### src/rtl/gtp_link_seq.sv
// rtl/gtp_link_seq.sv - GTP link bring-up sequencer: tile reset, StartComm, retry/backoff, Gen2->Gen1 fallback
// Optional feature: GTP_LINK_SEQ_HOTPLUG_EN (COMINIT in S_FAIL restarts bring-up at Gen2).
module gtp_link_seq #(
    parameter int C_RST_CYC   = 16,
    parameter int C_PLL_TO    = 65535,
    parameter int C_START_CYC = 32,
    parameter int C_LINK_TO   = 524287,
    parameter int C_BACKOFF   = 4096,
    parameter int C_MAX_RETRY = 3
) (
    input  logic       sys_clk,
    input  logic       sys_rst_n,
    input  logic       port_start,
    input  logic       plllkdet,
    input  logic       tx_sync_done,
    input  logic       link_up,
    input  logic       comm_init,
    output logic       gtp_reset,
    output logic       start_comm,
    output logic       spd_gen2,
    output logic       link_ready,
    output logic       link_fail,
    output logic [3:0] retry_cnt,
    output logic [2:0] seq_state
);

    localparam logic [2:0] S_IDLE      = 3'd0;
    localparam logic [2:0] S_RESET     = 3'd1;
    localparam logic [2:0] S_WAIT_PLL  = 3'd2;
    localparam logic [2:0] S_START     = 3'd3;
    localparam logic [2:0] S_WAIT_LINK = 3'd4;
    localparam logic [2:0] S_UP        = 3'd5;
    localparam logic [2:0] S_BACKOFF   = 3'd6;
    localparam logic [2:0] S_FAIL      = 3'd7;

    // Timer value seen on the last cycle of each timed dwell.
    localparam logic [19:0] RST_LAST     = 20'(C_RST_CYC - 1);
    localparam logic [19:0] PLL_LAST     = 20'(C_PLL_TO - 1);
    localparam logic [19:0] START_LAST   = 20'(C_START_CYC - 1);
    localparam logic [19:0] LINK_LAST    = 20'(C_LINK_TO - 1);
    localparam logic [19:0] BACKOFF_LAST = 20'(C_BACKOFF - 1);
    localparam logic [4:0]  MAX_RETRY5   = 5'(C_MAX_RETRY);
    localparam logic [3:0]  MAX_RETRY4   = 4'(C_MAX_RETRY);

    logic [2:0]  state_q;
    logic [2:0]  state_ns;
    logic [19:0] timer_q;
    logic        spd_ns;
    logic [3:0]  retry_ns;
    logic        fail_ev;

`ifndef GTP_LINK_SEQ_HOTPLUG_EN
    logic unused_comm_init;
    assign unused_comm_init = comm_init;
`endif

    always_comb begin
        state_ns = state_q;
        spd_ns   = spd_gen2;
        retry_ns = retry_cnt;
        fail_ev  = 1'b0;
        case (state_q)
            S_IDLE:      if (port_start) state_ns = S_RESET;
            S_RESET:     if (timer_q == RST_LAST) state_ns = S_WAIT_PLL;
            S_WAIT_PLL: begin
                if (plllkdet && tx_sync_done) state_ns = S_START;
                else if (timer_q == PLL_LAST) fail_ev = 1'b1;
            end
            S_START:     if (timer_q == START_LAST) state_ns = S_WAIT_LINK;
            S_WAIT_LINK: begin
                // link_up beats a coincident timeout
                if (link_up) begin
                    state_ns = S_UP;
                    retry_ns = 4'd0;
                end else if (timer_q == LINK_LAST) begin
                    fail_ev = 1'b1;
                end
            end
            S_UP:        if (!link_up) state_ns = S_START;
            S_BACKOFF:   if (timer_q == BACKOFF_LAST) state_ns = S_START;
            S_FAIL: begin
`ifdef GTP_LINK_SEQ_HOTPLUG_EN
                if (comm_init) begin
                    state_ns = S_RESET;
                    spd_ns   = 1'b1;
                    retry_ns = 4'd0;
                end
`else
                state_ns = S_FAIL;
`endif
            end
            default:     state_ns = S_IDLE;
        endcase

        if (fail_ev) begin
            if (({1'b0, retry_cnt} + 5'd1) < MAX_RETRY5) begin
                retry_ns = retry_cnt + 4'd1;
                state_ns = S_BACKOFF;
            end else if (spd_gen2) begin
                // a line-rate change needs a fresh tile reset
                spd_ns   = 1'b0;
                retry_ns = 4'd0;
                state_ns = S_RESET;
            end else begin
                retry_ns = MAX_RETRY4;
                state_ns = S_FAIL;
            end
        end

        if (!port_start) state_ns = S_IDLE;

        if (state_ns == S_IDLE) begin
            spd_ns   = 1'b1;
            retry_ns = 4'd0;
        end
    end

    always_ff @(posedge sys_clk or negedge sys_rst_n) begin
        if (!sys_rst_n) begin
            state_q    <= S_IDLE;
            timer_q    <= 20'd0;
            spd_gen2   <= 1'b1;
            retry_cnt  <= 4'd0;
            gtp_reset  <= 1'b1;
            start_comm <= 1'b1;
            link_ready <= 1'b0;
            link_fail  <= 1'b0;
        end else begin
            state_q   <= state_ns;
            spd_gen2  <= spd_ns;
            retry_cnt <= retry_ns;
            if (state_ns != state_q)
                timer_q <= 20'd0;
            else if (timer_q != 20'hFFFFF)
                timer_q <= timer_q + 20'd1;
            gtp_reset  <= (state_ns == S_IDLE) || (state_ns == S_RESET);
            start_comm <= !((state_ns == S_WAIT_LINK) || (state_ns == S_UP));
            link_ready <= (state_ns == S_UP);
            link_fail  <= (state_ns == S_FAIL);
        end
    end

    assign seq_state = state_q;

endmodule

### config.mk
export PLATFORM = sky130hd
export DESIGN_NAME = gtp_link_seq
export DESIGN_NICKNAME = d
export VERILOG_FILES = /design/src/rtl/gtp_link_seq.sv
export SDC_FILE = /design/constraint.sdc
export NUM_CORES = 1
export LEC_CHECK = 0
export CAP_MARGIN = 20
export CORE_MARGIN = 5
export CORE_UTILIZATION = 57
export CTS_CLUSTER_SIZE = 20
export DETAILED_ROUTE_END_ITERATION = 6
export PLACE_DENSITY = 0.79
export SKIP_LAST_GASP = 1
export SYNTH_ARGS = -nofsm -noshare
export SYNTH_HDL_FRONTEND = slang
export SYNTH_SLANG_ARGS = --single-unit
### constraint.sdc
create_clock -name sys_clk -period 5.8 [get_ports sys_clk]
set_input_delay 1.16 -clock sys_clk [delete_from_list [all_inputs] [get_ports sys_clk]]
set_output_delay 1.16 -clock sys_clk [all_outputs]
set_load 0.05 [all_outputs]
## Yosys cells after proc, flatten, opt, wreduce, memory -nomap -nowiden

Index checks and enable logic that the tools add are counted.

| operators by class | value |
|---|---|
| reduce and logical (&&, ||, !) cells | 12 |
| add/sub/neg operators | 3 |
| equal/unequal tests | 19 |
| muxes and demuxes | 27 |
| $lt $le $gt $ge | 1 |

Operators with widths:

| cell | number |
|---|---|
| $mux W20 | 2 |
| $mux W3 | 10 |
| $pmux W3 S8 | 1 |
| $eq A3 B3 Y1 const B | 7 |
| $add A20 B1 Y20 const B | 1 |
| $eq A20 B12 Y1 const B | 1 |
| $eq A20 B16 Y1 const B | 1 |
| $eq A20 B19 Y1 const B | 1 |
| $eq A20 B4 Y1 const B | 1 |
| $eq A20 B5 Y1 const B | 1 |
| $mux W4 | 5 |
| $ne A20 B20 Y1 const B | 1 |
| $mux W1 | 7 |
| $eq A3 B1 Y1 const B | 2 |
| $eq A3 B2 Y1 const B | 2 |
| $logic_not A3 Y1 | 2 |
| $reduce_bool A3 Y1 | 2 |
| $add A4 B1 Y5 const B | 1 |
| $lt A5 B2 Y1 const B | 1 |
| $add A4 B1 Y4 const B | 1 |
| $reduce_and A2 Y1 | 2 |
| $reduce_bool A2 Y1 | 2 |
| $ne A3 B3 Y1 | 1 |
| $logic_or A1 B1 Y1 | 2 |
| 5 further kinds | 5 |

| word-level totals | value |
|---|---|
| bits of input ports | 7 |
| register bits after elaboration | 32 |

## Longest topological paths before layout

Gate-level depths: netlist (run 1).

| logic depth | value |
|---|---|
| depth after elaboration | 9 |
| mapped depth | 9 |
| mapped depth without buffers | 8 |

## Least setup slack after synthesis (run 1)

OpenSTA, ideal clock, no wires.

| path | value |
|---|---|
| kind | input-to-reg |
| start point | input link_up |
| end point | register timer_q[10] |
| required time | 5.720 ns |
| setup time | 0.080 ns |
| slack | 3.102 ns |
| stages | 7 |
| arrival | 2.618 ns |
| cell sequence | nor4b_1 a32oi_2 or3_4 o21ai_4 o21ai_2 buf_6 nor3_2 |

| on the way | value |
|---|---|
| word-level cells in the longest chain between the ends | 6 |
| elaborated cells between the ends (all ways) | 10 |
| those cells by class | eq/ne: 1; mux: 8; reduce/logical: 1 |

Ends and longest elaborated chain:

| element | RTL line | source |
|---|---|---|
| from (decl) | 16 | `input logic link_up,` |
| $mux W3 (tied with other cells) | 79 | `S_UP: if (!link_up) state_ns = S_START;` |
| $pmux W3 S8 / $pmux W1 S2 (equally long branches) | 62 | `case (state_q)` |
| $mux W3 (*) | 95 | `if (fail_ev) begin` |
| $mux W3 (*) | 110 | `if (!port_start) state_ns = S_IDLE;` |
| $ne A3 B3 Y1 (*) | 132 | `if (state_ns != state_q)` |
| $mux W20 / $reduce_bool A2 Y1 (equally long branches) | - |  |
| to (signal assigned) | 135 | `timer_q <= timer_q + 20'd1;` |
| to (decl) | 47 | `logic [19:0] timer_q;` |

Mark *: on every way between the ends. The rest lies on a longest branch, timed or not.
A chain may end at the register's enable or synchronous reset.

## Worst setup path in the final report (run 1)

| path | value |
|---|---|
| start point | input link_up |
| end point | register timer_q[6] |

The elaborated chain is that of the path after synthesis.

==> results of run 1 <==
==> routing by layer <==
| layer | wire length, um | vias up |
|---|---|---|
| met1 | 1985 | 827 |
| met3 | 183 | 7 |
| met2 | 2010 | 40 |
| li1 | - | 820 |
| met4 | 92 | 0 |
| met5 | 0 | - |
==> synthesized netlist by cell type, types with 2 or more instances <==
cell,count,area share
o41ai_1,2,0.0084
inv_1,6,0.011
nor3b_1,3,0.011
nor2b_1,6,0.018
nor3_2,10,0.048
xnor2_1,6,0.025
o21ai_0,9,0.022
buf_6,4,0.022
nand2b_1,3,0.0090
ha_1,3,0.018
dfstp_2,3,0.038
a21oi_1,4,0.0096
a21boi_0,2,0.0072
a21o_1,2,0.0072
and4_1,7,0.029
nand2_1,17,0.031
a211oi_1,2,0.0072
and3_1,9,0.027
buf_2,4,0.0096
nor2_1,10,0.018
nand3_1,9,0.022
and2_2,2,0.0072
xor2_1,11,0.046
nor4b_1,2,0.0084
nand4_1,8,0.024
nor4_1,3,0.0090
or3_1,2,0.0060
dfrtp_1,29,0.35
nand3b_1,3,0.011
nor3_1,11,0.026
==> final timing paths <==
| kind | to | slack (ns) | cells after the start |
|---|---|---|---|
| worst min register to register | spd_gen2 | 0.51 | 2 |
| min in group asynchronous | timer_q[0] | 1.27 | 2 |
| max in group asynchronous | spd_gen2 | 4.20 | 2 |
| worst min-delay path | spd_gen2 | 0.51 | 2 |
| worst max-delay path | timer_q[6] | 2.57 | 7 |
| worst max register to register | timer_q[6] | 3.09 | 7 |
==> flip-flops by register name (all words and copies together) (netlist names) <==
signal and cells:
timer_q 20, retry_cnt 4, seq_state 3, gtp_reset 1, link_fail 1, link_ready 1, spd_gen2 1, start_comm 1
==> cell type report <==
cell class / count / area (um2)
sequential: 32 / 804.5
timing repair buffer: 19 / 185.2
tap: 48 / 60.06
inverter: 6 / 22.52
multi-input combinational: 166 / 1190
clock inverter: 2 / 10.01
fill: 298 / 1251
clock buffer: 6 / 82.58
==> power by group <==
part	internal [uW]	switching [uW]	total (uW)
logic	10.5	18.0	28.4
registers	226	3.66	229
clock network	94.5	79.5	174
total	331	101	432
==> cells by family (layout without fill, tap and decap cells) <==
kind of cell,Yosys count,count (layout),synth area share
adders and majority gates,3,3,0.01797
DFF,32,32,0.3850
xor gates and xnor gates,17,17,0.07126
AOI/OAI and AO/OA,34,34,0.1359
buffers and inverters,15,33,0.04551
and+or+nand+nor,112,112,0.3443
==> per-stage QoR <==
step                total power (uW)  hold slack [ns]  setup WS, ns  instance area (um2)
detailed placement             262.3           0.4970         2.275                 2262
global placement               262.1           0.4954         2.315                 2262
global route                   453.8           0.5258         2.368                 2355
finish                         431.8           0.5074         2.567                 2355
CTS                            439.1           0.5073         2.598                 2355
floorplan                      249.8           0.5448         3.102                 2090
==> cell usage in the layout (no fill, tap or decap), types with 9 or more instances in the layout <==
master	synthesis	layout
xor2_1	11	11
and3_1	9	9
nor3_2	10	10
nand3_1	9	9
nor3_1	11	11
o21ai_0	9	9
nor2_1	10	10
dfrtp_1	29	29
nand2_1	17	17
clkdlybuf4s50_1	0	17
==> worst max-delay path: stages <==
cell,delay (ns)
clkdlybuf4s50_1,0.53
nor2b_1,0.30
nand2b_1,0.15
o41ai_1,0.09
a211oi_1,0.49
o21ai_2,0.41
nor3_1,0.29
==> impl_results.md, run 1 <==
* Status: finished, final reports clean
* Final Hold Viols at 0
* Post-Syn Area at 2090 um2
* Die area at 4977 um2
* Count of hold-fix buffers inserted at cts at 0
* Pwr dens at 183.4 nW/um2
* I/O Pins at 19
* Worst Setup End Kind: flip-flop
* Slew HR at 0.3760
* I/O Buffers at 17
* Synth Instances at 213
* Post-layout util at 0.6530
* Final period utilization at 0.5574
* 1st-iter DRT viols at 129
* Crit path DAT at 3.43 ns
* Largest net degree at the start of global routing at 33
* Ys flop type: dfrtp_1
* DPL Wire Length at 2994 um
* Avg Cell Area, Syn at 9.810 um2
* Clock buffer depth at 2
* Slew Viols, Final at 0
* Vias in the first global route at 1617
* P_leak at 0.0009814 uW
* Worst endpoint required time at 5.99 ns
* FP Rows at 22
* Total Neg Setup Slack at 0 ns
* Netlist cell types at 51
* Crit Path Max Fanout at 17
* Worst Hold Class: reg -> reg
* MaxCap Viol Count at 0
* EDFF count, synth at 0
* Grt peak-use layer: met2
* Total Wirelength at 4272 um
* TritonCTS clock tree: done
* ANT cells at 0
* First-pass GRT wire length at 7438 um
* Worst-skew pair later-pin latency at 0.28 ns
* Final ANT Viol Nets at 0
* Unrepaired setup endpoints after global routing: no
* Post_cts resized at 0
* Crit path kind: in -> reg
* Async set or reset register ratio after synthesis at 1.000
* Syn_nets at 223
* Core area at 3606 um2
* Ys Warns at 0
* Post-Layout Cell Count at 279
* Vias at 1694
* Share of cells above drive strength 1 at 0.1515
* Initial antenna violation count at 0
* Start of the worst register-to-register path: retry_cnt[0]
* First-pass DRT Iterations at 4
* Final setup violation count at 0
* GRT met1 Usage at 0.2525
* Grt total ovfl at 0
* Syn-to-layout area delta at 12.69%
* Setup crit start: link_up
* H-tree depth at 2
* Starting Density at 0.5795
* Residual DRC at 0
* Die W at 70.55 um
* Height of the die at 70.55 um
* Final GP Congestion at 0.9243
* Num Clock Sinks at 32
* Routed WL per cell at 15.31 um
* Root buffer cell: clkbuf_8
* Num CTS Buffers at 5
* Vias/cell at 6.072
* Max frequency at 309.3 MHz
* Critical Path Source Type: input port
* Worst-margin pin slew at 0.9359 ns
* Sequential-to-total area share from yosys stat at 0.3850
* Global routing usage on met3 at 0.05540
* Clock Pin Slew Worst Setup and Hold Paths at 0.07 ns
* Synth Register Bits at 32
* Dpl cells at 271
* Setup repair bufs after CTS at 0
* GRT Util Overall at 0.1875
* Final Net Count at 240
* Final Skew at 0.004269 ns
* Hold_sp: spd_gen2
* Final Critical Period at 3.233 ns
* VDD IR-drop max at 0.1637 mV
* Routing usage on met2 at 0.2838
No activity file was read; power rests on OpenSTA's default activity.
==> run 2, diff against run 1 <==
- clock period: 5.8 -> 3.2 ns (I/O delays scaled with it)
==> run 2 against run 1 <==
- worst hold slack better by 0.0037 ns
- die area stayed put
- final cell count is 0.72% higher
- count of clock-buffer cells in the layout is 2 higher
- largest power group unchanged
- routed wire length is 4.4% higher
==> impl_results.md, run 2 (synthesis gave the netlist of run 1 again) <==
* Start of the worst register-to-register path: retry_cnt[0]
* GRT Util Overall at 0.1885 (+0.001025)
* Crit path kind: in -> reg
* Routed WL per cell at 15.87 um (+3.7%)
* ANT cells at 0 (unchanged)
* Worst Hold Class: reg -> reg
* Final period utilization at 0.8735
* First-pass GRT wire length at 7631 um (+2.6%)
* First-pass DRT Iterations at 4 (unchanged)
* Crit Path Max Fanout at 17 (unchanged)
* Grt total ovfl at 0 (unchanged)
* Pwr dens at 331.3 nW/um2 (+81%)
* Cell count of the worst reg-to-reg path at 7 (unchanged)
* Total Wirelength at 4460 um (+4.4%)
* I/O Buffers at 17 (unchanged)
* Post_cts resized at 0 (unchanged)
* Post-Layout Cell Count at 281 (+0.72%)
* Post-layout util at 0.6565 (+0.003470)
* CP max stage delay at 0.79 ns (+0.26 ns)
* Syn-to-layout area delta at 13.29%
* Cells along the critical path: clkdlybuf4s50_1 -> nor4b_1 -> a32oi_2 -> nor4_1 -> nor2_1 -> o21ai_2 -> nor3_1
* Num CTS Buffers at 5 (unchanged)
* Die W at 70.55 um (unchanged)
* Clock buffer depth at 2 (unchanged)
* Residual DRC at 0 (unchanged)
* Count of hold-fix buffers inserted at cts at 0 (unchanged)
* 1st-iter DRT viols at 74 (-43%)
* Most common cell after layout, fill and taps aside: dfrtp_1
* Final Skew at 0.006057 ns (+0.001788 ns)
* Final Critical Period at 2.795 ns
* RR Endpoint: timer_q[6]
* VDD IR-drop max at 0.2400 mV (+47%)
* DP Worst Slack at 0.1239 ns (-2.151 ns)
* Num Clock Sinks at 32 (unchanged)
* Worst endpoint required time at 3.31 ns (-2.68 ns)
* Slew Viols, Final at 0 (unchanged)
* Hold_sp: spd_gen2
* Slew HR at 0.3101 (-0.06589)
* Final setup violation count at 0 (unchanged)
* Final WS setup at 0.4047 ns (-2.162 ns)
* Vias in the first global route at 1612 (-0.31%)
* Die area at 4977 um2 (unchanged)
* Commonest non-fill, non-tap cells in the layout: 29 x dfrtp_1, 17 x nand2_1, 17 x clkdlybuf4s50_1
* Worst-skew pair later-pin latency at 0.28 ns (about the same)
* Initial antenna violation count at 0 (unchanged)
* TritonCTS clock tree: done
* Critical Path Source Type: input port
* Total Neg Setup Slack at 0 ns (unchanged)
* H-tree depth at 2 (unchanged)
* FP Rows at 22 (unchanged)
* Max frequency at 357.7 MHz
* Final GP Congestion at 0.8803 (-4.8%)
* Unrepaired setup endpoints after global routing: no
* Largest register FFs at 20 (unchanged)
* Largest net degree at the start of global routing at 33 (unchanged)
* MaxCap Viol Count at 0 (unchanged)
* Vias/cell at 5.986 (-1.4%)
* Setup repair bufs after CTS at 0 (unchanged)
* Biggest register: timer_q
* Root buffer cell: clkbuf_8
* CP endpoint: timer_q[6]
* Final ANT Viol Nets at 0 (unchanged)
* Final Net Count at 242 (+0.83%)
* Status: finished, final reports clean
* R2R Setup Slk at 0.45 ns (-2.64 ns)
* Dpl cells at 273 (+0.74%)
* Crit path DAT at 2.91 ns (-0.52 ns)
* Minimum hold slack at 0.5111 ns (+0.003674 ns)
* Layout fillers at 306 (+2.7%)
* Share of cells above drive strength 1 at 0.1502 (-0.001301)
* Core area at 3606 um2 (unchanged)
* Starting Density at 0.5795 (unchanged)
* Worst Setup End Kind: flip-flop
* Worst-margin pin slew at 1.035 ns (+0.09896 ns)
* DPL Wire Length at 3124 um (+4.3%)
* P_leak at 0.0009849 uW (+0.36%)
* Vias at 1682 (-0.71%)
* Final Hold Viols at 0 (unchanged)
* Clock Pin Slew Worst Setup and Hold Paths at 0.06 ns (about the same)
* I/O Pins at 19 (unchanged)
* Height of the die at 70.55 um (unchanged)
* Setup crit start: link_up
* Slowest CP cell: o21ai_2
-- run 2: how the worst min path moves through the flow --
stage | cells past startpoint | endpoint | slack [ns]
2_1_floorplan | 0 | link_fail | 0.34
3_3_place_gp | 2 | spd_gen2 | 0.50
3_5_place_dp | 2 | spd_gen2 | 0.50
4_1_cts | 2 | spd_gen2 | 0.51
5_1_grt | 2 | spd_gen2 | 0.54
6_report | 2 | spd_gen2 | 0.51
-- run 2: layer usage --
layer  part of all wire  wire length [um]  track usage  up-vias
met1               0.49              2188       0.2671      811
met5                  0                 0            0        -
met2               0.46              2048       0.2890       35
met4              0.022                98      0.06889        0
li1                   -                 -            -      826
met3              0.028               125      0.03551       10
-- run 2: power breakdown --
group          total [uW]  switching, uW  internal (uW)
Sequential            416           6.84            409
Clock                 315            139            175
Combinational        53.5           33.6           20.0
Total                 784            180            604
-- run 2: area by class of cell --
class	instances	area, um2	share of cell area
multi-input cells	166	1190	0.5026
repair buffers	21	200.2	0.08457
clock buffers	8	90.09	0.03805
inverters	6	22.52	0.009514
well taps	48	60.06	0.02537
flip-flops and latches	32	804.5	0.3399
-- run 2: per-stage QoR --
step                cell area [um2]  total power, uW
finish                         2367            784.2
CTS                            2367            792.7
detailed placement             2277            477.9
floorplan                      2090            452.8
global placement               2277            476.3
global route                   2367            820.6
-- run 2: worst max-delay path, delay by kind of cell --
family,cells,cell delay [ns]
buffers and inverters,1,0.46
AOI/OAI and AO/OA,2,0.94
and+or+nand+nor,4,0.84
